[src/rtl/vgafb_scanout.sv]
// vgafb_scanout: pixel-domain scan-out stage for the vgafb frame buffer.
// Counts programmable H/V timing and pops one RGB565 word per active pixel
// from the first-word-fall-through FIFO head. RGB, syncs, blank and
// frame_start go to the DAC through one register stage.
// When the FIFO is empty during an active pixel, that pixel is shown
// black and a sticky underflow flag is set.
// Optional: define VGAFB_SCANOUT_UFCNT_EN to add a saturating 16-bit
// underflow_count output.
module vgafb_scanout #(
  parameter int TW = 11,
  parameter int PW = 16
) (
  input  logic          vga_clk,
  input  logic          vga_rst_n,
  input  logic          enable,
  input  logic [TW-1:0] hres,
  input  logic [TW-1:0] hsync_start,
  input  logic [TW-1:0] hsync_end,
  input  logic [TW-1:0] hscan,
  input  logic [TW-1:0] vres,
  input  logic [TW-1:0] vsync_start,
  input  logic [TW-1:0] vsync_end,
  input  logic [TW-1:0] vscan,
  input  logic [PW-1:0] fifo_data,
  input  logic          fifo_empty,
  output logic          fifo_re,
  output logic [4:0]    vga_r,
  output logic [5:0]    vga_g,
  output logic [4:0]    vga_b,
  output logic          vga_hsync_n,
  output logic          vga_vsync_n,
  output logic          vga_blank_n,
  output logic          frame_start,
  output logic          underflow
`ifdef VGAFB_SCANOUT_UFCNT_EN
  ,
  output logic [15:0]   underflow_count
`endif
);

  typedef struct packed {
    logic [TW-1:0] hres;
    logic [TW-1:0] hsync_start;
    logic [TW-1:0] hsync_end;
    logic [TW-1:0] hscan;
    logic [TW-1:0] vres;
    logic [TW-1:0] vsync_start;
    logic [TW-1:0] vsync_end;
    logic [TW-1:0] vscan;
  } timing_t;

  timing_t       cfg_in;
  timing_t       cfg_q, cfg_d;
  logic          run_q;
  logic [TW-1:0] hcount_q, hcount_d;
  logic [TW-1:0] vcount_q, vcount_d;

  logic [PW-1:0] rgb_q, rgb_d;
  logic          blank_n_q, blank_n_d;
  logic          hsync_n_q, hsync_n_d;
  logic          vsync_n_q, vsync_n_d;
  logic          frame_start_q, frame_start_d;
  logic          underflow_q, underflow_d;
`ifdef VGAFB_SCANOUT_UFCNT_EN
  logic [15:0]   ufcnt_q, ufcnt_d;
`endif

  logic h_last, v_last;
  logic active, hs, vs, pop, uf;

  assign cfg_in = '{hres:        hres,
                    hsync_start: hsync_start,
                    hsync_end:   hsync_end,
                    hscan:       hscan,
                    vres:        vres,
                    vsync_start: vsync_start,
                    vsync_end:   vsync_end,
                    vscan:       vscan};

  // Stage-0 decode straight from the counters and the shadow timing.
  assign h_last = (hcount_q == cfg_q.hscan);
  assign v_last = (vcount_q == cfg_q.vscan);
  assign active = run_q & (hcount_q < cfg_q.hres) & (vcount_q < cfg_q.vres);
  assign hs     = (hcount_q >= cfg_q.hsync_start) & (hcount_q < cfg_q.hsync_end);
  assign vs     = (vcount_q >= cfg_q.vsync_start) & (vcount_q < cfg_q.vsync_end);
  assign pop    = active & ~fifo_empty;
  assign uf     = active & fifo_empty;

  // The head word is consumed on the same edge that registers it below.
  assign fifo_re = pop;

  // Counter and shadow-config next state; enable low stops on the next edge.
  always_comb begin
    // NOTE: every comb output gets a default first, so no path can infer a latch.
    hcount_d = hcount_q;
    vcount_d = vcount_q;
    cfg_d    = cfg_q;
    if (!enable) begin
      hcount_d = '0;
      vcount_d = '0;
    end else if (!run_q) begin
      // Starting up: capture timing and begin from (0,0).
      hcount_d = '0;
      vcount_d = '0;
      cfg_d    = cfg_in;
    end else if (h_last) begin
      hcount_d = '0;
      if (v_last) begin
        // Frame boundary: the only point where new timing takes effect.
        vcount_d = '0;
        cfg_d    = cfg_in;
      end else begin
        vcount_d = vcount_q + TW'(1);
      end
    end else begin
      hcount_d = hcount_q + TW'(1);
    end
  end

  // Output-stage next state; forced to idle values whenever the run stops.
  always_comb begin
    rgb_d         = '0;
    blank_n_d     = 1'b0;
    hsync_n_d     = 1'b1;
    vsync_n_d     = 1'b1;
    frame_start_d = 1'b0;
    underflow_d   = 1'b0;
`ifdef VGAFB_SCANOUT_UFCNT_EN
    ufcnt_d       = '0;
`endif
    if (enable) begin
      rgb_d         = pop ? fifo_data : '0;
      blank_n_d     = active;
      hsync_n_d     = ~(run_q & hs);
      vsync_n_d     = ~(run_q & vs);
      frame_start_d = run_q & (hcount_q == '0) & (vcount_q == '0);
      underflow_d   = underflow_q | uf;
`ifdef VGAFB_SCANOUT_UFCNT_EN
      ufcnt_d       = (uf && ufcnt_q != 16'hFFFF) ? ufcnt_q + 16'd1 : ufcnt_q;
`endif
    end
  end

  // State and output registers, all cleared asynchronously.
  always_ff @(posedge vga_clk or negedge vga_rst_n) begin
    // NOTE: no storage arrays here, so every flop takes the async reset and
    // the pins go to their idle values the moment vga_rst_n falls.
    if (!vga_rst_n) begin
      run_q         <= 1'b0;
      cfg_q         <= '0;
      hcount_q      <= '0;
      vcount_q      <= '0;
      rgb_q         <= '0;
      blank_n_q     <= 1'b0;
      hsync_n_q     <= 1'b1;
      vsync_n_q     <= 1'b1;
      frame_start_q <= 1'b0;
      underflow_q   <= 1'b0;
`ifdef VGAFB_SCANOUT_UFCNT_EN
      ufcnt_q       <= '0;
`endif
    end else begin
      // NOTE: non-blocking so every flop samples pre-edge values.
      run_q         <= enable;
      cfg_q         <= cfg_d;
      hcount_q      <= hcount_d;
      vcount_q      <= vcount_d;
      rgb_q         <= rgb_d;
      blank_n_q     <= blank_n_d;
      hsync_n_q     <= hsync_n_d;
      vsync_n_q     <= vsync_n_d;
      frame_start_q <= frame_start_d;
      underflow_q   <= underflow_d;
`ifdef VGAFB_SCANOUT_UFCNT_EN
      ufcnt_q       <= ufcnt_d;
`endif
    end
  end

  assign vga_r       = rgb_q[15:11];
  assign vga_g       = rgb_q[10:5];
  assign vga_b       = rgb_q[4:0];
  assign vga_hsync_n = hsync_n_q;
  assign vga_vsync_n = vsync_n_q;
  assign vga_blank_n = blank_n_q;
  assign frame_start = frame_start_q;
  assign underflow   = underflow_q;
`ifdef VGAFB_SCANOUT_UFCNT_EN
  assign underflow_count = ufcnt_q;
`endif

endmodule

[config.mk]
export PLATFORM = sky130hd
export DESIGN_NAME = vgafb_scanout
export DESIGN_NICKNAME = d
export VERILOG_FILES = /design/src/rtl/vgafb_scanout.sv
export SDC_FILE = /design/constraint.sdc
export NUM_CORES = 1
export LEC_CHECK = 0
export ABC_AREA = 1
export ABC_CLOCK_PERIOD_IN_PS = 1840
export BUFFER_PORTS_ARGS = -buffer_cell sky130_fd_sc_hd__buf_2
export CAP_MARGIN = 20
export CORE_ASPECT_RATIO = 0.9
export CORE_MARGIN = 2
export CORE_UTILIZATION = 30
export DETAILED_ROUTE_END_ITERATION = 6
export GPL_TIMING_DRIVEN = 0
export PLACE_DENSITY_LB_ADDON = 0.2
export SYNTH_ARGS = -nofsm -noshare
export SYNTH_HDL_FRONTEND = slang
export SYNTH_SLANG_ARGS = --single-unit
[constraint.sdc]
create_clock -name vga_clk -period 1.84 [get_ports vga_clk]
set_clock_uncertainty 0.2 [all_clocks]
set_input_delay 0.092 -clock vga_clk [delete_from_list [all_inputs] [get_ports vga_clk]]
set_output_delay 0.092 -clock vga_clk [all_outputs]
set_load 0.05 [all_outputs]
======== Yosys cells after proc, flatten, opt, wreduce, memory -nomap -nowiden ========
Index checks and enable logic that the tools add are counted.
word-level totals
  input port bits ......................... 108
  register bits after elaboration ......... 132
  memory bits (read-only) ................. 0
  output and inout bits ................... 22
  bits in writable memories ............... 0
  latch bits .............................. 0
  word-level logic and storage cells ...... 64
  memories ................................ 0
operators by class
  add/subtract/negate cells ............... 2
  multiply operators ...................... 0
  reduce and logical (&&, ||, !) cells .... 3
  $lt $le $gt $ge ......................... 6
  mux-type cells .......................... 17
  div/mod/pow operators ................... 0
  bitwise gates (word level) .............. 14
  equal/unequal tests ..................... 5
  shift operators ......................... 0
operator list
  cell                                                    count
  2-to-1 mux 88 bit                                       3
  2-to-1 mux 11 bit                                       7
  less-than comparator 11 bit                             4
  2-to-1 mux 16 bit                                       2
  adder 11 x 1 -> 11 bit (second input constant)          2
  equality test 11 bit                                    2
  greater-or-equal comparator 11 bit                      2
  logical NOT 11 bit                                      2
  bitwise AND 1 bit                                       10
  2-to-1 mux 1 bit                                        5
  inequality test 2 x 1 -> 1 bit (second input constant)  2
  inequality test 3 x 2 -> 1 bit (second input constant)  1
  inverter 1 bit                                          3
  AND reduction 3 bit                                     1
  OR 1 bit                                                1

======== Longest topological paths before layout ========
  depth in word-level cells ............... 6
  gate-level depth with buffers ........... 12
  gate-level depth less buffers ........... 11

======== Worst setup path before layout ========
OpenSTA, ideal clock, no wires.
  kind .................................... register -> output
  from .................................... register vcount_q[6]
  to ...................................... output fifo_re
  data required time ...................... 1548 ps
  stages on the path, launching flop included .. 8
  slack ................................... -390 ps
  path buffers ............................ 0
  data arrival time ....................... 1938 ps
  cell sequence ........................... dfrtp_1 -> ha_1 -> a21o_1 -> o21bai_1 -> nand2_1 -> nor2_1 -> nand2_1 -> nor2_1
on the way
  cells in the longest elaborated chain, start to end .. 3
RTL lines
  element                      RTL line  RTL
  from (decl)                  56        logic [TW-1:0] vcount_q, vcount_d;
  from (signal assigned)       167       vcount_q <= vcount_d;
  less-than comparator 11 bit  83        assign active = run_q & (hcount_q < cfg_q.hres) & (vcount_q < cfg_q.vres);
  bitwise AND 1 bit            83
  bitwise AND 1 bit            86        assign pop = active & ~fifo_empty;
  to (decl)                    26        output logic fifo_re,
Every way passes these cells.

======== Worst setup path in the final report ========
  from .................................... register hcount_q[2]
  to ...................................... output fifo_re
on the way
  cells in the longest elaborated chain, start to end .. 4
RTL lines
  element                          RTL line  RTL
  from (decl)                      55        logic [TW-1:0] hcount_q, hcount_d;
  from (signal assigned)           166       hcount_q <= hcount_d;
  less-than comparator 11 bit      83
  bitwise AND 1 bit (2 in series)  83
  bitwise AND 1 bit                86
Every way passes these cells.

==> reports/metrics.cfg <==
[setup_path]
crit_chain=ha_1 -> a21oi_2 -> nand2_1 -> nand3_2 -> nand2_1 -> inv_2 -> nand2_2 -> nor2_4 -> buf_8
critical_path_class=reg -> out
crit_family=flip-flops
worst_path_max_delay_cell=dfrtp_2
cp-start-kind=flop
path_depth=9
r2r_start=hcount_q[2]$_DFF_PN0_
required_ns=1.55
cp.arrival_ns=1.95
end_kind=output pin
critical_path.max_fanout=3
reg2reg_slack_ns=-0.32
cp_common_cell=nand2_1
crit_path_max_incr_delay_ns=0.43
r2r-end=cfg_q[13]$_DFFE_PN0P_
startpoint=hcount_q[2]$_DFF_PN0_
critPathCapture=fifo_re
cp_num_buf_inv=2
reg2reg_depth=12

[global_routing]
antenna_found_initial=0
gr-total-overflow=0
grt_pass1_wl_um=38200
grt_pass1_vias=7685
track_usage=0.187
grt_max_degree=68

[cells_and_area]
fin_cells=1656
multi_input_area_sq_mm=0.00429
n_fill_cell=2435
diodes=0
syn2layout_area_growth_pct=61.6
ff_latch_area_sq_mm=0.00333
final_nets=1475
fin_util=0.490
drive_gt1_frac=0.354

[logic_synthesis]
synth.area.top_cells=dfrtp_1 43%, nand2_1 16%, ha_1 11%
yosys_register_bits=132
yosysTopAreaCellShare=0.431
ys_seq_area_frac=0.438
yosysUniqueCellTypes=29
yosysTopAreaCell=dfrtp_1
avgSynthCellArea_sq_um=7.93
synth_area_sq_mm=0.00755
yosys_warnings=0
synth_fp_nets=1126
synthCells=952

[routing]
routed_wl_um=24200
drc_errors=0
dr.pass1.iters=4
highest_layer=met4
wl_met1_um=11000
met2_wirelength_um=12000
dr_wl_met3_um=698
routed_via_density=4.57
via_count=7573
wl_per_cell_um=14.6
detail-route-antenna-nets=0
drt_iter0_drc=282

[cts]
cts-root-buf=clkbuf_16
ctsHtreeMaxLevel=4
clkTransAtPathRegs_ns=0.06
cts_tree=built
worstSkewPairLatency_ns=0.42
cts_sinks=132
cts.path.max_buffers=2
numCtsBuffers=17

[job]
drv_cap=0

[placement]
port_buffers=129
place_inst=1424
place_ws_ns=-0.756
post-dp-hpwl_um=15300
gp_congestion=0.810

[sta]
max_freq_mhz=447
slew_headroom=0.506
worst_slew_pin_slew_ns=0.742
drv_slew=0
final-hold-violation-count=0
holdWs_ns=0.0296
period_minus_slack_ns=2.24
rsz0062_at_grt=yes
postLayoutSetupSlackWorst_ns=-0.399
finalSetupViolCount=131
period_share=1.22

[status]
outcome=finished, violations left
violations=setup timing

[power]
total_leakage_power_nw=6.19
pwr-share-clk=0.368
p_int_mw=6.39
p_sw_mw=2.73
p_sw_frac=0.300
vdd_ir_drop_max_v=0.000593
p_total_mw=9.12
p_per_area_mw_per_mm2=748
p_comb_frac=0.239
p_seq_frac=0.393

[die]
die_area_sq_mm=0.0265
ioPinCount=130
die_y_um=155
initial_core_util=0.303
core_sq_mm=0.0249
rows=55
die_x_um=171

[worst_hold_path]
holdCritPathClass=in -> async

[Yosys cell counts]
| cell | n |
|---|---|
| and3_1 | 2 |
| a21oi_1 | 31 |
| o211ai_1 | 2 |
| buf_2 | 17 |
| clkbuf_1 | 14 |
| buf_4 | 3 |
| nand3_1 | 19 |
| xor2_1 | 7 |
| o21ai_0 | 15 |
| or2_2 | 1 |
| o21bai_1 | 1 |
| nand2_1 | 319 |
| a21o_1 | 1 |
| o21a_1 | 2 |
| buf_6 | 3 |
| dfrtp_1 | 130 |
| nand2_2 | 3 |
| xnor2_1 | 12 |
| ha_1 | 66 |
| nor2_1 | 58 |
| nor3_1 | 7 |
| nor4_1 | 5 |
| buf_1 | 8 |
| nand3_2 | 2 |
| nand4_1 | 110 |
| inv_1 | 108 |
| inv_2 | 1 |
| dfstp_2 | 2 |
| nand3b_1 | 3 |
[cells by family after synthesis]
group                    synth area share
buffers and inverters              0.0838
flip-flops                          0.438
AO/OA/AOI/OAI                      0.0365
XOR/XNOR                           0.0220
adder cells (fa/ha/maj)             0.109
AND/OR/NAND/NOR                     0.311
[placed cells by master, fill, tap and decap left out, types with 6 or more instances in the layout]
cell	n
a21oi_2	10
a21oi_1	21
buf_2	130
dlygate4sd3_1	113
xor2_1	7
inv_2	12
nor2_2	7
nand2_2	87
buf_6	36
buf_8	10
xnor2_1	6
clkbuf_16	22
nand3_1	16
xnor2_2	6
dfrtp_1	110
nand4_1	110
ha_1	50
clkinv_2	6
o21ai_1	10
clkbuf_1	13
dfrtp_2	20
ha_4	16
nor2_1	48
inv_1	95
buf_4	56
nand2_1	228
[state kept, by name, indices dropped and copies added, names as in the netlist, 11 cells and up]
register and cells:
cfg_q 88, rgb_q 16, hcount_q 11, vcount_q 11
[per-stage QoR]
stage / area (sq um) / setup TNS, ns
after global routing: 12200 / -46.99
final: 12200 / -31.58
after floorplan: 7610 / -0.288
after global placement: 8680 / -263.49
after CTS: 11800 / -23.21
after detailed placement: 8710 / -68.93
[routing by layer]
metal | GRT usage | vias up
li1 | - | 3826
met1 | 0.242 | 3608
met2 | 0.319 | 114
met3 | 0.0269 | 25
met4 | 0.0642 | 0
met5 | 0 | -
[timing repair]
item | in CTS | in global routing
hold buffers | 113 | 0
cloned | 12 | 1
setup endpoints to repair | 131 | 132
endpoints found under the hold margin | 220 | 0
gates resized for setup | 245 | 51
buffers inserted | 60 | 19
pin swaps | 39 | 22
[power groups by stage]
stage	Clock [mW]	Combinational, mW	Sequential, mW
after CTS	3.43	2.06	3.58
final	3.35	2.18	3.58
after global placement	0	1.49	3.56
after global routing	3.54	2.48	3.64
after floorplan	0	1.01	3.55
after detailed placement	0	1.53	3.56
[worst min path at each step]
stage                                       end  startpoint  slack [ns]  depth (start not counted)
after global placement          run_q$_DFF_PN0_      enable        0.02                          1
after floorplan            cfg_q[0]$_DFFE_PN0P_   vga_rst_n       -0.40                          0
after CTS                 cfg_q[67]$_DFFE_PN0P_   vga_rst_n        0.04                          2
after global routing      cfg_q[67]$_DFFE_PN0P_   vga_rst_n         0.1                          2
after detailed placement  cfg_q[67]$_DFFE_PN0P_   vga_rst_n       -0.07                          1
final                     cfg_q[67]$_DFFE_PN0P_   vga_rst_n        0.03                          2
[area by class of cell]
cell class | count | share of cell area
Clock buffer | 22 | 0.0380
Sequential cell | 132 | 0.273
Clock inverter | 10 | 0.00872
Tap cell | 342 | 0.0351
Buffer | 42 | 0.0315
Timing Repair Buffer | 333 | 0.228
Multi-Input combinational cell | 666 | 0.351
Inverter | 109 | 0.0342
(Power assumes the default switching activity.)
